**src/rtl/lib_switch_pkg.sv**
```systemverilog
// Shared types and helpers for the round-robin switch allocator.
// Selects the optional grant-lock feature with macro LIB_SWITCH_ALLOC_LOCK_EN.
package lib_switch_pkg;

    // Per-output select vector; element j corresponds to input j.
    typedef logic [0:31] sel_t;

    typedef enum logic {
        ARB_OPEN   = 1'b0,
        ARB_LOCKED = 1'b1
    } arb_state_e;

    function automatic int unsigned clog2(input int unsigned n);
        int unsigned w;
        w = 0;
        for (int unsigned k = 0; k < 32; k++) begin
            if ((32'd1 << k) < n) w = k + 1;
        end
        return w;
    endfunction

    // One-hot of the first set bit of vec, searching ptr, ptr+1, ..., n-1, 0, ..., ptr-1.
    function automatic sel_t first_set_rr(input sel_t vec, input int unsigned ptr,
                                          input int unsigned n);
        sel_t        res;
        logic        found;
        int unsigned idx;
        res   = '0;
        found = 1'b0;
        for (int unsigned k = 0; k < 32; k++) begin
            idx = ptr + k;
            if (idx >= n) idx = idx - n;
            if ((k < n) && !found && vec[idx[4:0]]) begin
                res[idx[4:0]] = 1'b1;
                found         = 1'b1;
            end
        end
        return res;
    endfunction

endpackage

```
**src/rtl/lib_switch_alloc_rr_arbiter.sv**
```systemverilog
// Single-output round-robin arbiter with registered one-hot grant and grant lock.
// Lock input is only ever driven when LIB_SWITCH_ALLOC_LOCK_EN is defined at the top.
module lib_arbiter_rr_1ofn
    import lib_switch_pkg::*;
#(
    parameter int N = 5
) (
    input  logic         clk,
    input  logic         reset_n,
    input  logic         ce,
    input  logic [0:N-1] i_req,
    input  logic         i_lock,
    output logic [0:N-1] o_gnt
);

    localparam int PW = (clog2(N) < 1) ? 1 : clog2(N);

    logic [PW-1:0] ptr_q, ptr_d;
    logic [0:N-1]  gnt_q, gnt_d;
    arb_state_e    state_q, state_d;
    sel_t          req_w;
    sel_t          win_w;

    always_comb begin
        req_w = '0;
        for (int j = 0; j < N; j++) req_w[j] = i_req[j];
        win_w = first_set_rr(req_w, {{(32-PW){1'b0}}, ptr_q}, N);
    end

    always_comb begin
        state_d = state_q;
        gnt_d   = gnt_q;
        ptr_d   = ptr_q;
        if (ce) begin
            case (state_q)
                ARB_OPEN:   if (i_lock && (|gnt_q)) state_d = ARB_LOCKED;
                ARB_LOCKED: if (!i_lock) state_d = ARB_OPEN;
                default:    state_d = ARB_OPEN;
            endcase
            // While locked the current grant repeats and the pointer stays put.
            if (state_d != ARB_LOCKED) begin
                gnt_d = '0;
                for (int j = 0; j < N; j++) begin
                    gnt_d[j] = win_w[j];
                    if (win_w[j]) ptr_d = (j == N - 1) ? '0 : PW'(j + 1);
                end
            end
        end
    end

    always_ff @(posedge clk or negedge reset_n) begin
        if (!reset_n) begin
            state_q <= ARB_OPEN;
            gnt_q   <= '0;
            ptr_q   <= '0;
        end else begin
            state_q <= state_d;
            gnt_q   <= gnt_d;
            ptr_q   <= ptr_d;
        end
    end

    assign o_gnt = gnt_q;

endmodule

```
**src/rtl/lib_switch_alloc_rr.sv**
```systemverilog
// NxM round-robin output-port allocator driving a one-hot crossbar select.
// Define LIB_SWITCH_ALLOC_LOCK_EN to add i_hold and multi-cycle grant locking.
module lib_switch_alloc_rr
    import lib_switch_pkg::*;
#(
    parameter int N = 5,
    parameter int M = 5
) (
    input  logic                 clk,
    input  logic                 reset_n,
    input  logic                 ce,
    input  logic [0:N-1][0:M-1]  i_req,
`ifdef LIB_SWITCH_ALLOC_LOCK_EN
    input  logic [0:N-1]         i_hold,
`endif
    output logic [0:M-1][0:N-1]  o_sel,
    output logic [0:N-1]         o_gnt
);

    logic [0:N-1][0:M-1] req_s;
    logic [0:M-1][0:N-1] col_w;
    logic [0:M-1]        lock_w;

    // Keep only the lowest requested output per input row.
    always_comb begin : sanitise
        logic found;
        req_s = '0;
        found = 1'b0;
        for (int j = 0; j < N; j++) begin
            found = 1'b0;
            for (int i = 0; i < M; i++) begin
                if (i_req[j][i] && !found) begin
                    req_s[j][i] = 1'b1;
                    found       = 1'b1;
                end
            end
        end
    end

    always_comb begin
        col_w = '0;
        for (int i = 0; i < M; i++) begin
            for (int j = 0; j < N; j++) col_w[i][j] = req_s[j][i];
        end
    end

`ifdef LIB_SWITCH_ALLOC_LOCK_EN
    always_comb begin
        lock_w = '0;
        for (int i = 0; i < M; i++) lock_w[i] = |(o_sel[i] & i_hold);
    end
`else
    assign lock_w = '0;
`endif

    for (genvar g = 0; g < M; g++) begin : g_arb
        lib_arbiter_rr_1ofn #(.N(N)) u_arb (
            .clk     (clk),
            .reset_n (reset_n),
            .ce      (ce),
            .i_req   (col_w[g]),
            .i_lock  (lock_w[g]),
            .o_gnt   (o_sel[g])
        );
    end

    always_comb begin
        o_gnt = '0;
        for (int i = 0; i < M; i++) o_gnt = o_gnt | o_sel[i];
    end

endmodule

```
**config.mk**
```make
export PLATFORM = sky130hd
export DESIGN_NAME = lib_switch_alloc_rr
export DESIGN_NICKNAME = d
export VERILOG_FILES = /design/src/rtl/lib_switch_pkg.sv /design/src/rtl/lib_switch_alloc_rr_arbiter.sv /design/src/rtl/lib_switch_alloc_rr.sv
export SDC_FILE = /design/constraint.sdc
export NUM_CORES = 1
export LEC_CHECK = 0
export CORE_MARGIN = 1
export CORE_UTILIZATION = 60
export DETAILED_ROUTE_END_ITERATION = 6
export MAX_ROUTING_LAYER = met4
export PLACE_DENSITY_LB_ADDON = 0.1
export SYNTH_ARGS = -nofsm -noshare
export SYNTH_HDL_FRONTEND = slang
export SYNTH_SLANG_ARGS = --single-unit
```
**constraint.sdc**
```tcl
create_clock -name clk -period 14.5 [get_ports clk]
set_input_delay 2.9 -clock clk [delete_from_list [all_inputs] [get_ports clk]]
set_output_delay 2.9 -clock clk [all_outputs]
set_load 0.02 [all_outputs]
```
Word level (Yosys, flattened, before mapping)
Cells that the tools add are included.

Register bits after elaboration: 40. Logic and storage cells: 557.

Add/sub/neg operators: 45. Order comparisons: 75. Mux-type cells: 261. Bitwise operators: 50. Reductions and logical operators: 116.

Operators by type and width (count): $mux W32 (25); $ge A32 B3 Y1 const B (20); $or A32 B32 Y32 (20); $ge A6 B6 Y1 const B (25); $lt A6 B1 Y1 const B (25); $not A5 Y6 (25); $mux W1 (136); $bmux W1 S5 (25); $demux W1 S5 (25); $mux W5 (25); $mux W3 (25); $sub A5 B3 Y5 const B (15); $logic_and A1 B1 Y1 (65); $add A3 B2 Y4 const B (10); $logic_not A1 Y1 (40); $reduce_bool A5 Y1 (5); $sub A4 B3 Y5 const B (5); $add A3 B1 Y4 const B (5); $add A3 B3 Y4 const B (5); $or A5 B5 Y5 (4); $sub A3 B3 Y4 const B (5); $ge A3 B3 Y1 const B (5); $reduce_and A3 Y1 (5); $reduce_and A2 Y1 (1); $not A1 Y1 (1).

Logic depth before layout (Yosys ltp)
Depth after elaboration: 34. Mapped depth: 17.

By module
From an unflattened synthesis, not the netlist that was laid out.

Cell total of the unflattened synthesis: 1351. Area total of the unflattened synthesis: 10193.5 um^2.

By module, submodules not included: lib_arbiter_rr_1ofn at g_arb[1].u_arb ... (instances 3, cells an instance 270, area an instance 2001.9 um^2, seq. area each 225.2 um^2); lib_arbiter_rr_1ofn at g_arb[4].u_arb (instances 1, cells an instance 260, area an instance 1983.2 um^2, seq. area each 225.2 um^2); lib_arbiter_rr_1ofn at g_arb[0].u_arb (instances 1, cells an instance 240, area an instance 1888.1 um^2, seq. area each 225.2 um^2); lib_switch_alloc_rr (instances 1, cells an instance 41, area an instance 316.6 um^2, seq. area each 0.0 um^2).

Worst setup path after synthesis
No wires, ideal clock.

Path kind: input port to flip-flop. Start: input port i_req[24] in the netlist's numbering. End: register g_arb[4].u_arb.ptr_q[1]. Data arrival time: 5.688 ns. Data required time: 14.374 ns. Setup slack: 8.686 ns. Stages on the path: 11. Path buffers: 1. Path through: buf_2 or3_4 or2_1 a221o_1 a211oi_4 nand3b_2 nor3_1 a211oi_2 or4b_1 and3_1 a221o_1.

Longest elaborated chain between the ends: 33. Elaborated cells between the ends (all ways): 55. Those cells by class: mux: 33; bitwise: 4; reduce/logical: 18.

Ends and longest elaborated chain: from (decl) (RTL line lib_switch_alloc_rr.sv:12) `input logic [0:N-1][0:M-1] i_req,`; $mux W1 (*) (RTL line lib_switch_alloc_rr.sv:32) `if (i_req[j][i] && !found) begin`; $logic_not A1 Y1 (RTL line lib_switch_alloc_rr.sv:32); $logic_and A1 B1 Y1 (RTL line lib_switch_alloc_rr.sv:32); $mux W1 (*) (RTL line lib_switch_alloc_rr.sv:32); $logic_not A1 Y1 (RTL line lib_switch_alloc_rr.sv:32); $logic_and A1 B1 Y1 (RTL line lib_switch_alloc_rr.sv:32); $mux W1 (*) (RTL line lib_switch_alloc_rr.sv:32); $logic_not A1 Y1 (RTL line lib_switch_alloc_rr.sv:32); [... 14 more ...]; $mux W1 (RTL line lib_switch_pkg.sv:33) `if ((k < n) && !found && vec[idx[4:0]]) begin`; $logic_not A1 Y1 (RTL line lib_switch_pkg.sv:33); $logic_and A1 B1 Y1 (RTL line lib_switch_pkg.sv:33); $mux W1 (RTL line lib_switch_pkg.sv:33); $logic_not A1 Y1 (RTL line lib_switch_pkg.sv:33); $logic_and A1 B1 Y1 (RTL line lib_switch_pkg.sv:33); $mux W32 (*) (RTL line lib_switch_pkg.sv:33); $mux W3 (4 in series) (RTL line lib_switch_alloc_rr_arbiter.sv:45) `if (win_w[j]) ptr_d = (j == N - 1) ? '0 : PW'(j + 1);`; to (signal assigned) (RTL line lib_switch_alloc_rr_arbiter.sv:59) `ptr_q <= ptr_d;`; to (decl) (RTL line lib_switch_alloc_rr_arbiter.sv:18) `logic [PW-1:0] ptr_q, ptr_d;`.

Every way passes the cells marked *; elsewhere a longest branch is shown, timed or not. The select of a mux whose other input is x is not followed. A chain may end at the register's enable or synchronous reset.

Worst setup path in the final report
Start: input port i_req[19] in the netlist's numbering. End: register g_arb[3].u_arb.ptr_q[1].

Longest elaborated chain between the ends: 30. Elaborated cells between the ends (all ways): 52. Those cells by class: mux: 32; bitwise: 4; reduce/logical: 16.

Ends and longest elaborated chain (RTL line): $mux W1 (*) (lib_switch_alloc_rr.sv:32); $logic_not A1 Y1 (lib_switch_alloc_rr.sv:32); $logic_and A1 B1 Y1 (lib_switch_alloc_rr.sv:32); $mux W1 (*) (lib_switch_alloc_rr.sv:32); $logic_not A1 Y1 (lib_switch_alloc_rr.sv:32); $logic_and A1 B1 Y1 (lib_switch_alloc_rr.sv:32); $mux W1 (*) (lib_switch_alloc_rr.sv:32); $logic_not A1 Y1 (*) (lib_switch_alloc_rr.sv:32); [... 11 more ...]; $mux W1 (lib_switch_pkg.sv:33); $logic_not A1 Y1 (lib_switch_pkg.sv:33); $logic_and A1 B1 Y1 (lib_switch_pkg.sv:33); $mux W1 (lib_switch_pkg.sv:33); $logic_not A1 Y1 (lib_switch_pkg.sv:33); $logic_and A1 B1 Y1 (lib_switch_pkg.sv:33); $mux W32 (*) (lib_switch_pkg.sv:33); $mux W3 (4 in series) (lib_switch_alloc_rr_arbiter.sv:45); to (signal assigned) (lib_switch_alloc_rr_arbiter.sv:59); to (decl) (lib_switch_alloc_rr_arbiter.sv:18).

Marks and branches as above.

==> run_results.csv <==
group,metric,value,unit
clock_tree,clock_sinks,40,
worst_setup_path,cp_cell_sequence,"clkdlybuf4s50_1 > or3_1 > nor2_1 > nor2b_1 > a2111oi_2 > nor4_1 > nor3_1 > and3_1 > a311oi_1 > a31oi_1 > a311o_1",
worst_setup_path,crit_family,"simple AND/OR/NAND/NOR gates",
global_routing,grt_pass1_wl,44100,um
worst_setup_path,rr_endpoint,"g_arb[0].u_arb.ptr_q[1]$_DFFE_PN0P_",
logic_synthesis,synth_seq_cells,40,
worst_hold_path,hp-class,"reg -> reg",
placement,numPortBuffers,57,
worst_setup_path,cp.required,14.67,ns
sta,worst_pin_slew,1.04,ns
sta,finalHoldViolCount,0,
worst_setup_path,setup.worst_path.class,"in -> reg",
worst_setup_path,slowest_stage,"nor4_1",
final_layout,multi_input_area,7260,sq um
sta,slew_viol_final,0,
worst_hold_path,hold_path_startpoint,"g_arb[4].u_arb.o_gnt[0]$_DFFE_PN0P_",
sta,setup_ws,7.69,ns
clock_tree,cts_buffers,5,
sta,fmax,0.147,GHz
detailed_routing,drt_iter0_drc,1103,
clock_tree,cts_tree,"yes",
final_layout,n_fill_cell,1220,
clock_tree,cts_root_buf,"clkbuf_16",
logic_synthesis,synthCells,1212,
final_layout,final_area,9480,sq um
detailed_routing,wl_met2,12700,um
global_routing,grt_overflow,0,
detailed_routing,drt-total-wl,28000,um
outcome,status,"finished, final reports clean",
placement,dpl_cell_area,9300,sq um
sta,setup_viol,0,
sta,relSlewSlack,30.5,%
placement,dp_hpwl,20700,um
floorplanning,fp.dieH,123,um
detailed_routing,m1WireLength,11800,um
detailed_routing,dr.pass1.iters,6,
worst_setup_path,critPathArrivalTime,6.97,ns
run,drv_cap,0,
logic_synthesis,synth-edff-count,0,
floorplanning,die_w,123,um
detailed_routing,wl_met3,2560,um
floorplanning,placementRows,43,
floorplanning,coreArea,14000,sq um
global_routing,antenna_found_initial,0,
floorplanning,fp.dieArea,15100,sq um
sta,fin_setup_tns,0,ns
detailed_routing,drc,0,
worst_setup_path,start_kind,"input port",
logic_synthesis,yosysWarnings,0,
floorplanning,ios,58,
logic_synthesis,synth_area,8760,sq um
worst_setup_path,reg2reg_slack,9.19,ns
detailed_routing,via_per_inst,7.03,
worst_setup_path,critPathMaxStageDelay,0.74,ns
detailed_routing,via_count,9759,
logic_synthesis,postSynth.asyncResetShare,100,%
sta,skew,0.00421,ns
logic_synthesis,synth_ff_type,"dfrtp_1",
worst_setup_path,r2r-start,"g_arb[0].u_arb.ptr_q[1]$_DFFE_PN0P_",
detailed_routing,wire_per_inst,20.2,um
detailed_routing,drtAntennaViolNets,0,
clock_tree,clock_latency,0.29,ns
clock_tree,cts_htree_levels,2,
final_layout,fin_util,67.5,%
final_layout,layout-drive-gt1-share,6.62,%
worst_setup_path,rr_worst_depth,12,
worst_setup_path,end_kind,"flip-flop",
logic_synthesis,syn-num-nets,1309,
clock_tree,ctsResizeCount,0,
logic_synthesis,ys_seq_area_share,11.4,%
final_layout,diodes,0,
floorplanning,start_util,62.4,%
final_layout,area_growth,8.30,%
sta,rsz0062_at_grt,"false",
global_routing,grt_pass1_vias,8680,
placement,dp_slack,7.45,ns
final_layout,regArea,1000,sq um
final_layout,final_nets,1306,
sta,fin_crit,6.81,ns
global_routing,grt_use_total,38.2,%
logic_synthesis,yosys.cell_types.count,103,
clock_tree,clock_path_buffers,2,
worst_setup_path,cp_num_buf_inv,1,
global_routing,grt_max_degree,57,
clock_tree,ctsHoldBuffers,0,
logic_synthesis,syn-mean-instance-area,7.22,sq um
worst_setup_path,cp_max_fo,11,
sta,fin_crit_sh,46.9,%
worst_hold_path,hold_path_depth,2,
clock_tree,cts.reportedPaths.clkPinSlew,0.05,ns
detailed_routing,top_layer,"met4",
worst_hold_path,worst_hold_path.endpoint,"g_arb[4].u_arb.o_gnt[0]$_DFFE_PN0P_",
placement,gp_congestion,1.02,
clock_tree,postCtsSetupBuffers,0,
[kinds of logic after synthesis]
logic type	synth area share, %
fa+ha+maj	10.3
buf+inv	5.62
mux	8.37
flops	11.4
xor+xnor	1.70
compound gates	31.8
simple gates	30.8
[layer usage]
metal	track usage, %	vias up
met3	4.41	74
met1	50.2	4520
met4	16.3	0
li1	-	4578
met5	-	-
met2	59.1	587
[worst register-to-register path, stage by stage, from the launching register on]
cell      delay, ns
dfrtp_1        0.78
inv_1          0.47
ha_1           1.03
nor2_1         0.23
mux2i_1        0.22
o221ai_1       0.14
nor4b_1        0.77
or4_1          0.24
o21ai_1        0.08
o2111a_1       0.20
a221oi_2       0.42
or3b_1         0.41
o221ai_1       0.21
[worst max-delay path by stage]
stage	cells after the start	slack, ns	from	endpoint
final	11	7.69	i_req[19]	g_arb[3].u_arb.ptr_q[1]$_DFFE_PN0P_
after global routing	11	7.35	i_req[19]	g_arb[3].u_arb.ptr_q[1]$_DFFE_PN0P_
after CTS	11	7.74	i_req[19]	g_arb[3].u_arb.ptr_q[1]$_DFFE_PN0P_
after detailed placement	11	7.45	i_req[19]	g_arb[3].u_arb.ptr_q[1]$_DFFE_PN0P_
after global placement	11	7.52	i_req[19]	g_arb[3].u_arb.ptr_q[1]$_DFFE_PN0P_
after floorplan	11	8.69	i_req[24]	g_arb[4].u_arb.ptr_q[1]$_DFFE_PN0P_
[per-stage QoR]
stage,std cells,hold WS (ns)
6_report,1389,0.536
5_1_grt,1389,0.565
4_1_cts,1389,0.535
3_3_place_gp,1382,0.514
2_1_floorplan,1212,0.614
3_5_place_dp,1382,0.522
[placed cells by master, fill, tap and decap left out, drive strengths merged, types with 13 or more instances in the layout]
cell type,count
a2111oi,15
a21oi,93
nand2b,32
xnor2,14
or3,20
a21o,17
a31oi,28
inv,49
nor4,13
o21ai,47
nand2,85
nor2,142
dfrtp,40
mux2i,35
o22ai,16
o31ai,15
ha,64
and2,16
clkdlybuf4s50,55
nor2b,24
nand3,31
a211oi,32
nor3,58
[state kept, by name, summed over array words and instances (netlist names)]
signal,flops
g_arb.u_arb.ptr_q,15
g_arb.u_arb.o_gnt,25
[cell usage after synthesis, drive strengths merged, types with 6 or more instances]
master | n | share of area, %
nor2 | 142 | 6.1
a21oi | 93 | 5.4
nand2 | 85 | 3.6
ha | 64 | 9.1
nor3 | 58 | 3.4
clkbuf | 56 | 2.4
inv | 49 | 2.1
o21ai | 47 | 2.7
dfrtp | 40 | 11
mux2i | 35 | 4.0
a211oi | 32 | 2.9
nand2b | 32 | 2.3
nand3 | 31 | 1.8
a31oi | 28 | 2.0
nor2b | 24 | 1.7
or3 | 20 | 1.5
buf | 18 | 0.99
a21o | 17 | 1.5
and2 | 16 | 1.1
o22ai | 16 | 1.1
a2111oi | 15 | 1.7
o31ai | 15 | 1.3
xnor2 | 14 | 1.4
nor4 | 13 | 0.93
mux4 | 12 | 3.1
nor3b | 12 | 1.1
o211ai | 12 | 1.0
or2 | 12 | 0.86
and3 | 11 | 0.79
nor4b | 11 | 1.3
a21boi | 10 | 1.2
a22oi | 10 | 0.86
mux2 | 10 | 1.3
o22a | 10 | 1.0
o21a | 9 | 0.77
or4 | 8 | 0.73
nand3b | 7 | 0.64
o21bai | 7 | 0.60
o221ai | 7 | 0.70
a211o | 6 | 0.60
nand4 | 6 | 0.43
o2111ai | 6 | 0.60
[area by class of cell]
type                            count  area share (%)
Clock inverter                      2           0.633
Multi-Input combinational cell   1046            76.6
Clock buffer                        5            1.32
Timing Repair Buffer               64            6.47
Inverter                           52            2.06
Sequential cell                    40            10.6
Tap cell                          180            2.37
Power is not shown: default switching activity piles up to over one toggle a cycle in this logic, so the estimate is an artifact.
